===== config.mk =====
export PLATFORM = sky130hd
export DESIGN_NAME = mb_rx_flit_deser
export DESIGN_NICKNAME = d
export VERILOG_FILES = /design/src/rtl/ucie_mb_pkg.sv /design/src/rtl/mb_rx_flit_fifo.sv /design/src/rtl/mb_rx_flit_deser.sv
export SDC_FILE = /design/constraint.sdc
export NUM_CORES = 2
export LEC_CHECK = 0
export CAP_MARGIN = 20
export CORE_MARGIN = 10
export CORE_UTILIZATION = 50
export DETAILED_ROUTE_END_ITERATION = 8
export PLACE_DENSITY = 0.69
export SYNTH_ARGS = -nofsm -noshare
export SYNTH_HDL_FRONTEND = slang
export SYNTH_HIERARCHICAL = 1
export SYNTH_SLANG_ARGS = --single-unit
export TNS_END_PERCENT = 50

===== constraint.sdc =====
create_clock -name clk -period 16.2 [get_ports clk]
set_input_delay 1.62 -clock clk [delete_from_list [all_inputs] [get_ports clk]]
set_output_delay 1.62 -clock clk [all_outputs]
set_load 0.005 [all_outputs]

===== src/rtl/ucie_mb_pkg.sv =====
// ----------------------------------------------------------------------------
// ucie_mb_pkg
// Shared definitions for the mainband receive path.
//   UI_PER_BURST : unit intervals in one framed burst
//   VALID_HI_UI  : leading UIs of a burst during which the valid pin is high
//   rx_state_e   : receive framing FSM states
//   flit_byte_t  : one byte of an assembled flit
// ----------------------------------------------------------------------------
package ucie_mb_pkg;

   localparam int UI_PER_BURST = 8;
   localparam int VALID_HI_UI  = 4;

   typedef enum logic [1:0] {
      IDLE = 2'd0,
      HI   = 2'd1,
      LO   = 2'd2
   } rx_state_e;

   typedef logic [7:0] flit_byte_t;

endpackage


===== src/rtl/mb_rx_flit_fifo.sv =====
// ----------------------------------------------------------------------------
// mb_rx_flit_fifo
// Show-ahead flit FIFO. The head entry is visible on pop_data_o whenever the
// FIFO is not empty and is zero otherwise.
// The caller qualifies push_i/pop_i: push_i only when there is room (or a pop
// happens in the same cycle), pop_i only when not empty.
// Ports:
//   clk, rst_n      clock, async active-low reset
//   push_i          write push_data_i into the tail
//   push_data_i     flit to store
//   pop_i           retire the head entry
//   pop_data_o      head entry (show-ahead)
//   full_o/empty_o  occupancy flags
//   fill_o          number of stored entries
// ----------------------------------------------------------------------------
module mb_rx_flit_fifo #(
   parameter int WIDTH = 512,
   parameter int DEPTH = 4
) (
   input  logic                     clk,
   input  logic                     rst_n,
   input  logic                     push_i,
   input  logic [WIDTH-1:0]         push_data_i,
   input  logic                     pop_i,
   output logic [WIDTH-1:0]         pop_data_o,
   output logic                     full_o,
   output logic                     empty_o,
   output logic [$clog2(DEPTH):0]   fill_o
);

   localparam int AW = $clog2(DEPTH);

   logic [WIDTH-1:0] mem_q [DEPTH];
   logic [AW-1:0]    wr_ptr_q, wr_ptr_d;
   logic [AW-1:0]    rd_ptr_q, rd_ptr_d;
   logic [AW:0]      fill_q, fill_d;

   // DEPTH is a power of two, so the pointers wrap naturally.
   always_comb begin
      wr_ptr_d = wr_ptr_q;
      rd_ptr_d = rd_ptr_q;
      fill_d   = fill_q;
      if (push_i) wr_ptr_d = wr_ptr_q + AW'(1);
      if (pop_i)  rd_ptr_d = rd_ptr_q + AW'(1);
      case ({push_i, pop_i})
         2'b10:   fill_d = fill_q + (AW+1)'(1);
         2'b01:   fill_d = fill_q - (AW+1)'(1);
         default: fill_d = fill_q;
      endcase
   end

   always_ff @(posedge clk or negedge rst_n) begin
      if (!rst_n) begin
         wr_ptr_q <= '0;
         rd_ptr_q <= '0;
         fill_q   <= '0;
      end else begin
         wr_ptr_q <= wr_ptr_d;
         rd_ptr_q <= rd_ptr_d;
         fill_q   <= fill_d;
      end
   end

   // Storage needs no reset: the output is gated by empty_o.
   always_ff @(posedge clk) begin
      if (push_i) mem_q[wr_ptr_q] <= push_data_i;
   end

   assign empty_o    = (fill_q == '0);
   assign full_o     = (fill_q == (AW+1)'(DEPTH));
   assign fill_o     = fill_q;
   assign pop_data_o = empty_o ? '0 : mem_q[rd_ptr_q];

endmodule


===== src/rtl/mb_rx_flit_deser.sv =====
// ----------------------------------------------------------------------------
// mb_rx_flit_deser
// Mainband receive deserialiser. Samples NUM_LANES lanes plus the valid pin
// once per clk, checks the 4-high/4-low valid framing of each 8-UI burst and
// assembles FLIT_BYTES/NUM_LANES bursts into one flit, which is queued in a
// show-ahead FIFO and handed out with valid/ready.
// Handshake: a flit transfers on every clk edge where flit_valid_o and
// flit_ready_i are both 1; flit_data_o holds steady while valid && !ready.
// Ports:
//   clk, reset_n    clock, async active-low reset
//   valid_iPin      framing pin
//   dataPins_i      data lanes, one bit per UI
//   flit_valid_o    FIFO head holds a flit
//   flit_ready_i    consumer accepts the head flit
//   flit_data_o     head flit, byte n at [8n+7:8n]
//   frame_err_o     one-cycle pulse on a framing violation
//   overflow_o      sticky: a completed flit was dropped because FIFO was full
//   clr_sticky_i    clears overflow_o
//   fill_level_o    number of flits in the FIFO
// ----------------------------------------------------------------------------
module mb_rx_flit_deser
   import ucie_mb_pkg::*;
#(
   parameter int NUM_LANES  = 16,
   parameter int FLIT_BYTES = 64,
   parameter int FIFO_DEPTH = 4
) (
   input  logic                            clk,
   input  logic                            reset_n,
   input  logic                            valid_iPin,
   input  logic [NUM_LANES-1:0]            dataPins_i,
   output logic                            flit_valid_o,
   input  logic                            flit_ready_i,
   output logic [FLIT_BYTES*8-1:0]         flit_data_o,
   output logic                            frame_err_o,
   output logic                            overflow_o,
   input  logic                            clr_sticky_i,
   output logic [$clog2(FIFO_DEPTH):0]     fill_level_o
);

   localparam int FRAGS  = FLIT_BYTES / NUM_LANES;
   localparam int FRAG_W = (FRAGS > 1) ? $clog2(FRAGS) : 1;
   localparam int FLIT_W = FLIT_BYTES * 8;
   localparam logic [FRAG_W-1:0] LAST_FRAG = FRAG_W'(FRAGS - 1);
   localparam logic [2:0]        LAST_HI   = 3'(VALID_HI_UI - 1);
   localparam logic [2:0]        LAST_UI   = 3'(UI_PER_BURST - 1);

   rx_state_e          state_q, state_d;
   logic [2:0]         ui_q, ui_d;
   logic [FRAG_W-1:0]  frag_q, frag_d;
   logic [FLIT_W-1:0]  asm_q, asm_d;
   logic               frame_err_q, frame_err_d;
   logic               overflow_q, overflow_d;

   logic               store;
   logic               err;
   logic               flit_done;
   logic               fifo_full, fifo_empty;
   logic               pop_ok, push_ok, drop;

   // Framing FSM and lane-bit capture.
   always_comb begin
      state_d     = state_q;
      ui_d        = ui_q;
      frag_d      = frag_q;
      asm_d       = asm_q;
      frame_err_d = 1'b0;
      store       = 1'b0;
      err         = 1'b0;
      flit_done   = 1'b0;

      case (state_q)
         IDLE: begin
            // ui_q is always 0 here, so this captures UI0.
            if (valid_iPin) begin
               store   = 1'b1;
               ui_d    = 3'd1;
               state_d = HI;
            end
         end
         HI: begin
            if (valid_iPin) begin
               store = 1'b1;
               ui_d  = ui_q + 3'd1;
               if (ui_q == LAST_HI) state_d = LO;
            end else begin
               err = 1'b1;
            end
         end
         LO: begin
            if (!valid_iPin) begin
               store = 1'b1;
               if (ui_q == LAST_UI) begin
                  // IDLE samples the next cycle, so a back-to-back burst
                  // is picked up there without a gap.
                  ui_d    = 3'd0;
                  state_d = IDLE;
                  if (frag_q == LAST_FRAG) begin
                     frag_d    = '0;
                     flit_done = 1'b1;
                  end else begin
                     frag_d = frag_q + FRAG_W'(1);
                  end
               end else begin
                  ui_d = ui_q + 3'd1;
               end
            end else begin
               err = 1'b1;
            end
         end
         default: state_d = IDLE;
      endcase

      if (store) begin
         for (int b = 0; b < NUM_LANES; b++) begin
            asm_d[(int'(frag_q) * NUM_LANES + b) * 8 + int'(ui_q)] = dataPins_i[b];
         end
      end

      // Violation: throw away the partial flit; the offending UI is not
      // treated as the start of a new burst.
      if (err) begin
         frame_err_d = 1'b1;
         ui_d        = 3'd0;
         frag_d      = '0;
         state_d     = IDLE;
      end
   end

   // A full FIFO still accepts a flit when the head leaves the same cycle.
   assign pop_ok  = flit_ready_i && !fifo_empty;
   assign push_ok = flit_done && (!fifo_full || pop_ok);
   assign drop    = flit_done && !push_ok;

   // A drop in the same cycle as a clear keeps the flag set.
   always_comb begin
      overflow_d = overflow_q;
      if (clr_sticky_i) overflow_d = 1'b0;
      if (drop)         overflow_d = 1'b1;
   end

   always_ff @(posedge clk or negedge reset_n) begin
      if (!reset_n) begin
         state_q     <= IDLE;
         ui_q        <= 3'd0;
         frag_q      <= '0;
         asm_q       <= '0;
         frame_err_q <= 1'b0;
         overflow_q  <= 1'b0;
      end else begin
         state_q     <= state_d;
         ui_q        <= ui_d;
         frag_q      <= frag_d;
         asm_q       <= asm_d;
         frame_err_q <= frame_err_d;
         overflow_q  <= overflow_d;
      end
   end

   // asm_d carries the final UI, so the complete flit is pushed this edge.
   mb_rx_flit_fifo #(
      .WIDTH (FLIT_W),
      .DEPTH (FIFO_DEPTH)
   ) u_fifo (
      .clk         (clk),
      .rst_n       (reset_n),
      .push_i      (push_ok),
      .push_data_i (asm_d),
      .pop_i       (pop_ok),
      .pop_data_o  (flit_data_o),
      .full_o      (fifo_full),
      .empty_o     (fifo_empty),
      .fill_o      (fill_level_o)
   );

   assign flit_valid_o = !fifo_empty;
   assign frame_err_o  = frame_err_q;
   assign overflow_o   = overflow_q;

endmodule


# --- Word-level counts from Yosys, hierarchy flattened ---
# Memories as Yosys holds them, arrays and structs flattened.
# Index checks and enable logic that the tools add are counted.
op_classes:
  add_sub_neg: 37
  n_lt_le_gt_ge: 32
  eq_ne: 14
  n_mux: 82
  n_reduce_logical: 34
ops:
  columns: ["operator", "count"]
  rows:
  - ["512-bit bitwise mux", 16]
  - ["512-bit two-way mux", 2]
  - ["10-bit by 3-bit adder with 11-bit output", 15]
  - ["11-bit by 1-bit >= comparator with 1-bit output (second input constant)", 15]
  - ["11-bit by 10-bit < comparator with 1-bit output (second input constant)", 15]
  - ["1-bit demux with 9-bit select", 16]
  - ["6-bit by 4-bit adder with 7-bit output (second input constant)", 8]
  - ["6-bit by 3-bit adder with 7-bit output (second input constant)", 4]
  - ["1-bit two-way mux", 27]
  - ["2-bit two-way mux", 11]
  - ["1-bit logical AND", 19]
  - ["3-bit two-way mux", 5]
  - ["3-bit != test (second input constant)", 5]
  - ["6-bit by 2-bit adder with 7-bit output (second input constant)", 2]
  - ["9-bit by 3-bit adder with 10-bit output", 1]
  - ["10-bit by 1-bit >= comparator with 1-bit output (second input constant)", 1]
  - ["10-bit < comparator (second input constant)", 1]
  - ["3-bit one-hot mux with 3 select lines", 1]
  - ["2-bit nonzero test", 4]
  - ["6-bit by 1-bit adder with 7-bit output (second input constant)", 1]
  - ["2-bit by 1-bit adder with 2-bit output (second input constant)", 3]
  - ["3-bit by 1-bit adder with 3-bit output (second input constant)", 2]
  - ["2-bit equality test (second input constant)", 3]
  - ["3-bit equality test (second input constant)", 2]
  - ["other kinds (16)", 20]
totals:
  ff_bits: 528
  mem_bits_rw: 2048
  input_bits: 21
  out_inout_bits: 518
  word_cells: 209
  memories: 1
mem_list:
  columns: ["name", "words", "width", "rd", "rd_clocked_by_memory_dff", "wr", "line_no", "source"]
  rows:
  - ["u_fifo.mem_q", 4, 512, 1, 0, 1, "mb_rx_flit_fifo.sv:33", "logic [WIDTH-1:0] mem_q [DEPTH];"]

# --- Depth between registers and ports, before layout ---
logic_depth:
  ltp_word: 22
  mapped_depth: 12
  depth_no_buf: 11

# --- By module ---
# Netlist, hierarchy kept.
modules_own_cells:
  columns: ["module", "n_inst", "cells_each", "area_per_inst_um2", "seq_area_each_um2"]
  rows:
  - ["mb_rx_flit_fifo", 1, 3278, 77740.8, 61674.2]
  - ["mb_rx_flit_deser", 1, 1227, 20587.2, 13037.5]

# --- Least setup slack after synthesis ---
# No wires, ideal clock.
synth_path:
  kind: "input to register"
  startpoint: "in valid_iPin"
  endpoint: "mem u_fifo.mem_q[0][0] (enable)"
  setup_ns: 0.941
  arrival_ns: 14.074
  required_time_ns: 15.259
  path_slack_ns: 1.185
  stages: 5
  path_buffers: 2
  path_cell_list: "buf_6 -> clkbuf_1 -> nand4b_1 -> a21oi_1 -> and2_1"
synth_via:
  elab_chain_len: 5
synth_rtl:
  columns: ["element", "line_no", "source"]
  rows:
  - ["from (decl)", "mb_rx_flit_deser.sv:30", "input logic valid_iPin,"]
  - ["1-bit two-way mux", "mb_rx_flit_deser.sv:91", "if (!valid_iPin) begin"]
  - ["1-bit two-way mux", "mb_rx_flit_deser.sv:72", "case (state_q)"]
  - ["1-bit logical AND", "mb_rx_flit_deser.sv:132", "assign push_ok = flit_done && (!fifo_full || pop_ok);"]
  - ["net push_ok", "mb_rx_flit_deser.sv:59", "logic pop_ok, push_ok, drop;"]
  - ["1-bit two-way mux", "mb_rx_flit_fifo.sv:66", "if (push_i) mem_q[wr_ptr_q] <= push_data_i;"]
  - ["1-bit two-way mux (not written as such)", "mb_rx_flit_fifo.sv:66", null]
  - ["to (decl)", "mb_rx_flit_fifo.sv:33", null]
# The timed path passes the listed nets, and every way through them passes these cells.

# --- Worst setup path in the final report ---
layout_path:
  startpoint: "reg u_fifo.rd_ptr_q[0]"
  endpoint: "out flit_data_o[221]"
layout_via:
  elab_chain_len: 2
layout_rtl:
  columns: ["element", "line_no", "source"]
  rows:
  - ["from (decl)", "mb_rx_flit_fifo.sv:35", "logic [AW-1:0] rd_ptr_q, rd_ptr_d;"]
  - ["from (signal assigned)", "mb_rx_flit_fifo.sv:59", "rd_ptr_q <= rd_ptr_d;"]
  - ["memory 4 x 512 bit", null, null]
  - ["512-bit two-way mux", "mb_rx_flit_fifo.sv:72", "assign pop_data_o = empty_o ? '0 : mem_q[rd_ptr_q];"]
  - ["to (decl)", "mb_rx_flit_deser.sv:34", "output logic [FLIT_BYTES*8-1:0] flit_data_o,"]
# Every way passes these cells.

==> impl_metrics.yaml <==
status:
  run_status: "finished, final reports clean"
placement:
  dp_hpwl_um: 123000
  pre_cts_ws_ns: 8.83
  io_buffers: 538
  place.gp.congestion: 0.724
  placed_area_mm2: 0.106
worst_setup_path:
  r2r-start: "ui_q[1]"
  end_kind: "primary output"
  r2r_slack_ns: 10.58
  worstPathMaxFanout: 104
  crit_chain: "buf_4 -> buf_12 -> buf_4 -> mux4_2 -> nor2b_1 -> clkdlybuf4s50_1"
  worstPathRequired_ns: 14.58
  cp.arrival_ns: 5.68
  cpPeakStageDelay_ns: 0.88
  crit_path_top_delay_cell: "buf_4"
  setup.worst_path.class: "reg -> out"
  cp-startpoint: "u_fifo/rd_ptr_q[0]"
  crit_path_end: "flit_data_o[221]"
  cp_top_family: "buffers and inverters"
  critPathMostFrequentCell: "buf_4"
  cp_num_cells: 6
  critPathBufInv: 4
  cp-start-kind: "flop"
  rr_endpoint: "u_fifo/mem_q[3][231]"
  r2r_cells: 8
detailed_routing:
  num_vias: 45500
  via_per_inst: 5.71
  wl_per_cell_um: 28.4
  ant_nets: 0
  drt-pass1-iter-count: 5
  drc: 0
  drt_wl_total_um: 226000
  drt_iter0_drc: 4166
floorplan:
  dieArea_mm2: 0.215
  core-area_mm2: 0.195
  start_util: 0.504
  rows: 162
  die_w_um: 463
  pin_count: 539
  die_y_um: 463
sta:
  fin_crit_sh: 0.451
  grt_setup_unrepaired: "no"
  finalHoldViolCount: 0
  slew_headroom: 0.187
  setup_ws_ns: 8.90
  worst_slew_pin_slew_ns: 1.22
  fmax_ghz: 0.137
  holdWs_ns: 0.517
  tns_ns: 0
  skew_ns: 0.0539
  finalCriticalPeriod_ns: 7.30
  finalMaxSlewViolations: 0
  setup_violations: 0
logic_synthesis:
  ys_warn_count: 6
  synth-edff-count: 2048
  synth_ff_type: "edfxtp_1"
  async_reset_ff_frac: 0.205
  synth_seq_cells: 2576
  syn_area_mm2: 0.0983
  seq_area_frac_synth: 0.760
  avgSynthCellArea_um2: 21.8
  syn_inst: 4505
  ys_types: 40
  syn_nets: 4548
clock_tree:
  insertion_delay_ns: 0.93
  htree_levels: 5
  cts_sinks: 2576
  clk_path_buf_depth: 4
  numCtsBuffers: 274
  cts_resized: 0
  cts_tree: "built"
  clk_pin_slew_ns: 0.06
  cts_setup_buffers: 0
  postCtsHoldBufs: 0
  cts_root_buffer: "clkbuf_16"
layout:
  fillers: 13900
  final_common_cell: "edfxtp_1"
  area_growth_pct: 16.7
  postLayoutCellArea_mm2: 0.115
  finalNetCount: 5180
  layout-drive-gt1-share: 0.290
  mostFrequentLayoutCells: "2048 x edfxtp_1, 526 x dfrtp_1, 521 x clkdlybuf4s50_1"
global_route:
  grt_pass1_vias: 46700
  grt_usage: 0.208
  top_usage_layer: "met2"
  grt-ovfl-total: 0
  use_met3: 0.0450
  grt_use_met2: 0.326
  antenna_found_initial: 19
  grt_max_degree: 145
  use_met1: 0.297
  grt_pass1_wl_um: 332000
power:
  power.internal_mw: 14.3
  power_density_mw_per_mm2: 170
  p_leak_nw: 41.1
  ir_drop_uv: 162
  sequentialPowerShare: 0.412
  p_sw_mw: 5.21
  power_switching_share: 0.268
  combPwrFrac: 0.276
  pwr-share-clk: 0.312
worst_hold_path:
  hp-class: "reg -> reg"
  holdCritStartpoint: "asm_q[271]"
run:
  drv_cap: 0
==> cell usage after synthesis (2+ instances only) <==
cell / number / area (um2)
edfxtp_1: 2048 / 61500
and2_1: 4 / 25.0
nand2_1: 16 / 60.1
mux2i_1: 3 / 30.0
xnor2_1: 2 / 17.5
mux4_2: 512 / 11500
buf_2: 53 / 265
nor2_4: 32 / 360
mux2_4: 64 / 961
ha_1: 21 / 263
dfrtp_1: 528 / 13200
clkbuf_1: 111 / 417
buf_4: 4 / 30.0
o211ai_4: 4 / 85.1
a21o_1: 2 / 15.0
nor2b_1: 515 / 3220
buf_6: 85 / 957
mux2_2: 448 / 5040
o21ai_0: 7 / 35.0
mux2_1: 3 / 33.8
a211o_1: 2 / 17.5
xor2_1: 4 / 35.0
inv_1: 18 / 67.6
a21oi_1: 3 / 15.0
==> registers in the layout (all words and copies together) (netlist names) <==
name,cells
ui_q,3
frame_err_o,1
frag_q,2
asm_q,512
state_q,2
u_fifo/wr_ptr_q,2
u_fifo/rd_ptr_q,2
u_fifo/fill_o,3
overflow_o,1
u_fifo/mem_q,2048
==> through the flow <==
step	utilization	instances	total power [mW]
2_1_floorplan	-	4505	11.2
3_3_place_gp	0.543	7485	13.6
3_5_place_dp	0.543	7485	13.6
4_1_cts	0.588	7960	19.7
5_1_grt	0.588	7961	20.3
6_report	0.588	7964	19.5
==> power groups by stage <==
stage          registers, mW  logic [mW]  clock network [mW]
2_1_floorplan           8.07        3.10                   0
3_3_place_gp            8.15        5.42                   0
3_5_place_dp            8.16        5.48                   0
4_1_cts                 8.03        5.52                6.20
5_1_grt                 8.06        5.78                6.48
6_report                8.02        5.38                6.08
==> kinds of logic (layout without fill, tap and decap cells) <==
| group | count (synthesis) | after routing | synth area share |
|---|---|---|---|
| multiplexers | 1030 | 1030 | 0.179 |
| AND/OR/NAND/NOR | 577 | 577 | 0.0380 |
| adder cells (fa/ha/maj) | 22 | 22 | 0.00288 |
| buffers and inverters | 272 | 1103 | 0.0177 |
| flip-flops | 2576 | 2576 | 0.760 |
| XOR/XNOR | 6 | 6 | 0.000534 |
| other | 0 | 4 | 0 |
| AO/OA/AOI/OAI | 22 | 22 | 0.00202 |
==> area by class of cell <==
cell class / count / area (um2) / area share
inverters: 18 / 67.6 / 0.000589
multi-input cells: 1657 / 21900 / 0.191
diodes: 4 / 10.0 / 0.0000873
flip-flops and latches: 2576 / 74700 / 0.651
well taps: 2624 / 3280 / 0.0286
clock buffers: 386 / 7770 / 0.0677
clock inverters: 89 / 956 / 0.00833
repair buffers: 610 / 6010 / 0.0524
==> routing by layer <==
layer  share of wire  up-vias
li1                -    19000
met4           0.026        0
met2            0.48     1836
met5               0        -
met3           0.078      304
met1            0.42    24300
==> worst min path at each step <==
stage / depth (start not counted) / endpoint / slack, ns
finish: 1 / asm_q[271] / 0.52
global route: 1 / asm_q[292] / 0.53
CTS: 1 / asm_q[167] / 0.52
detailed placement: 1 / asm_q[167] / 0.50
global placement: 1 / asm_q[393] / 0.50
floorplan: 1 / asm_q[104] / 0.49
No activity file was read; power rests on OpenSTA's default activity.
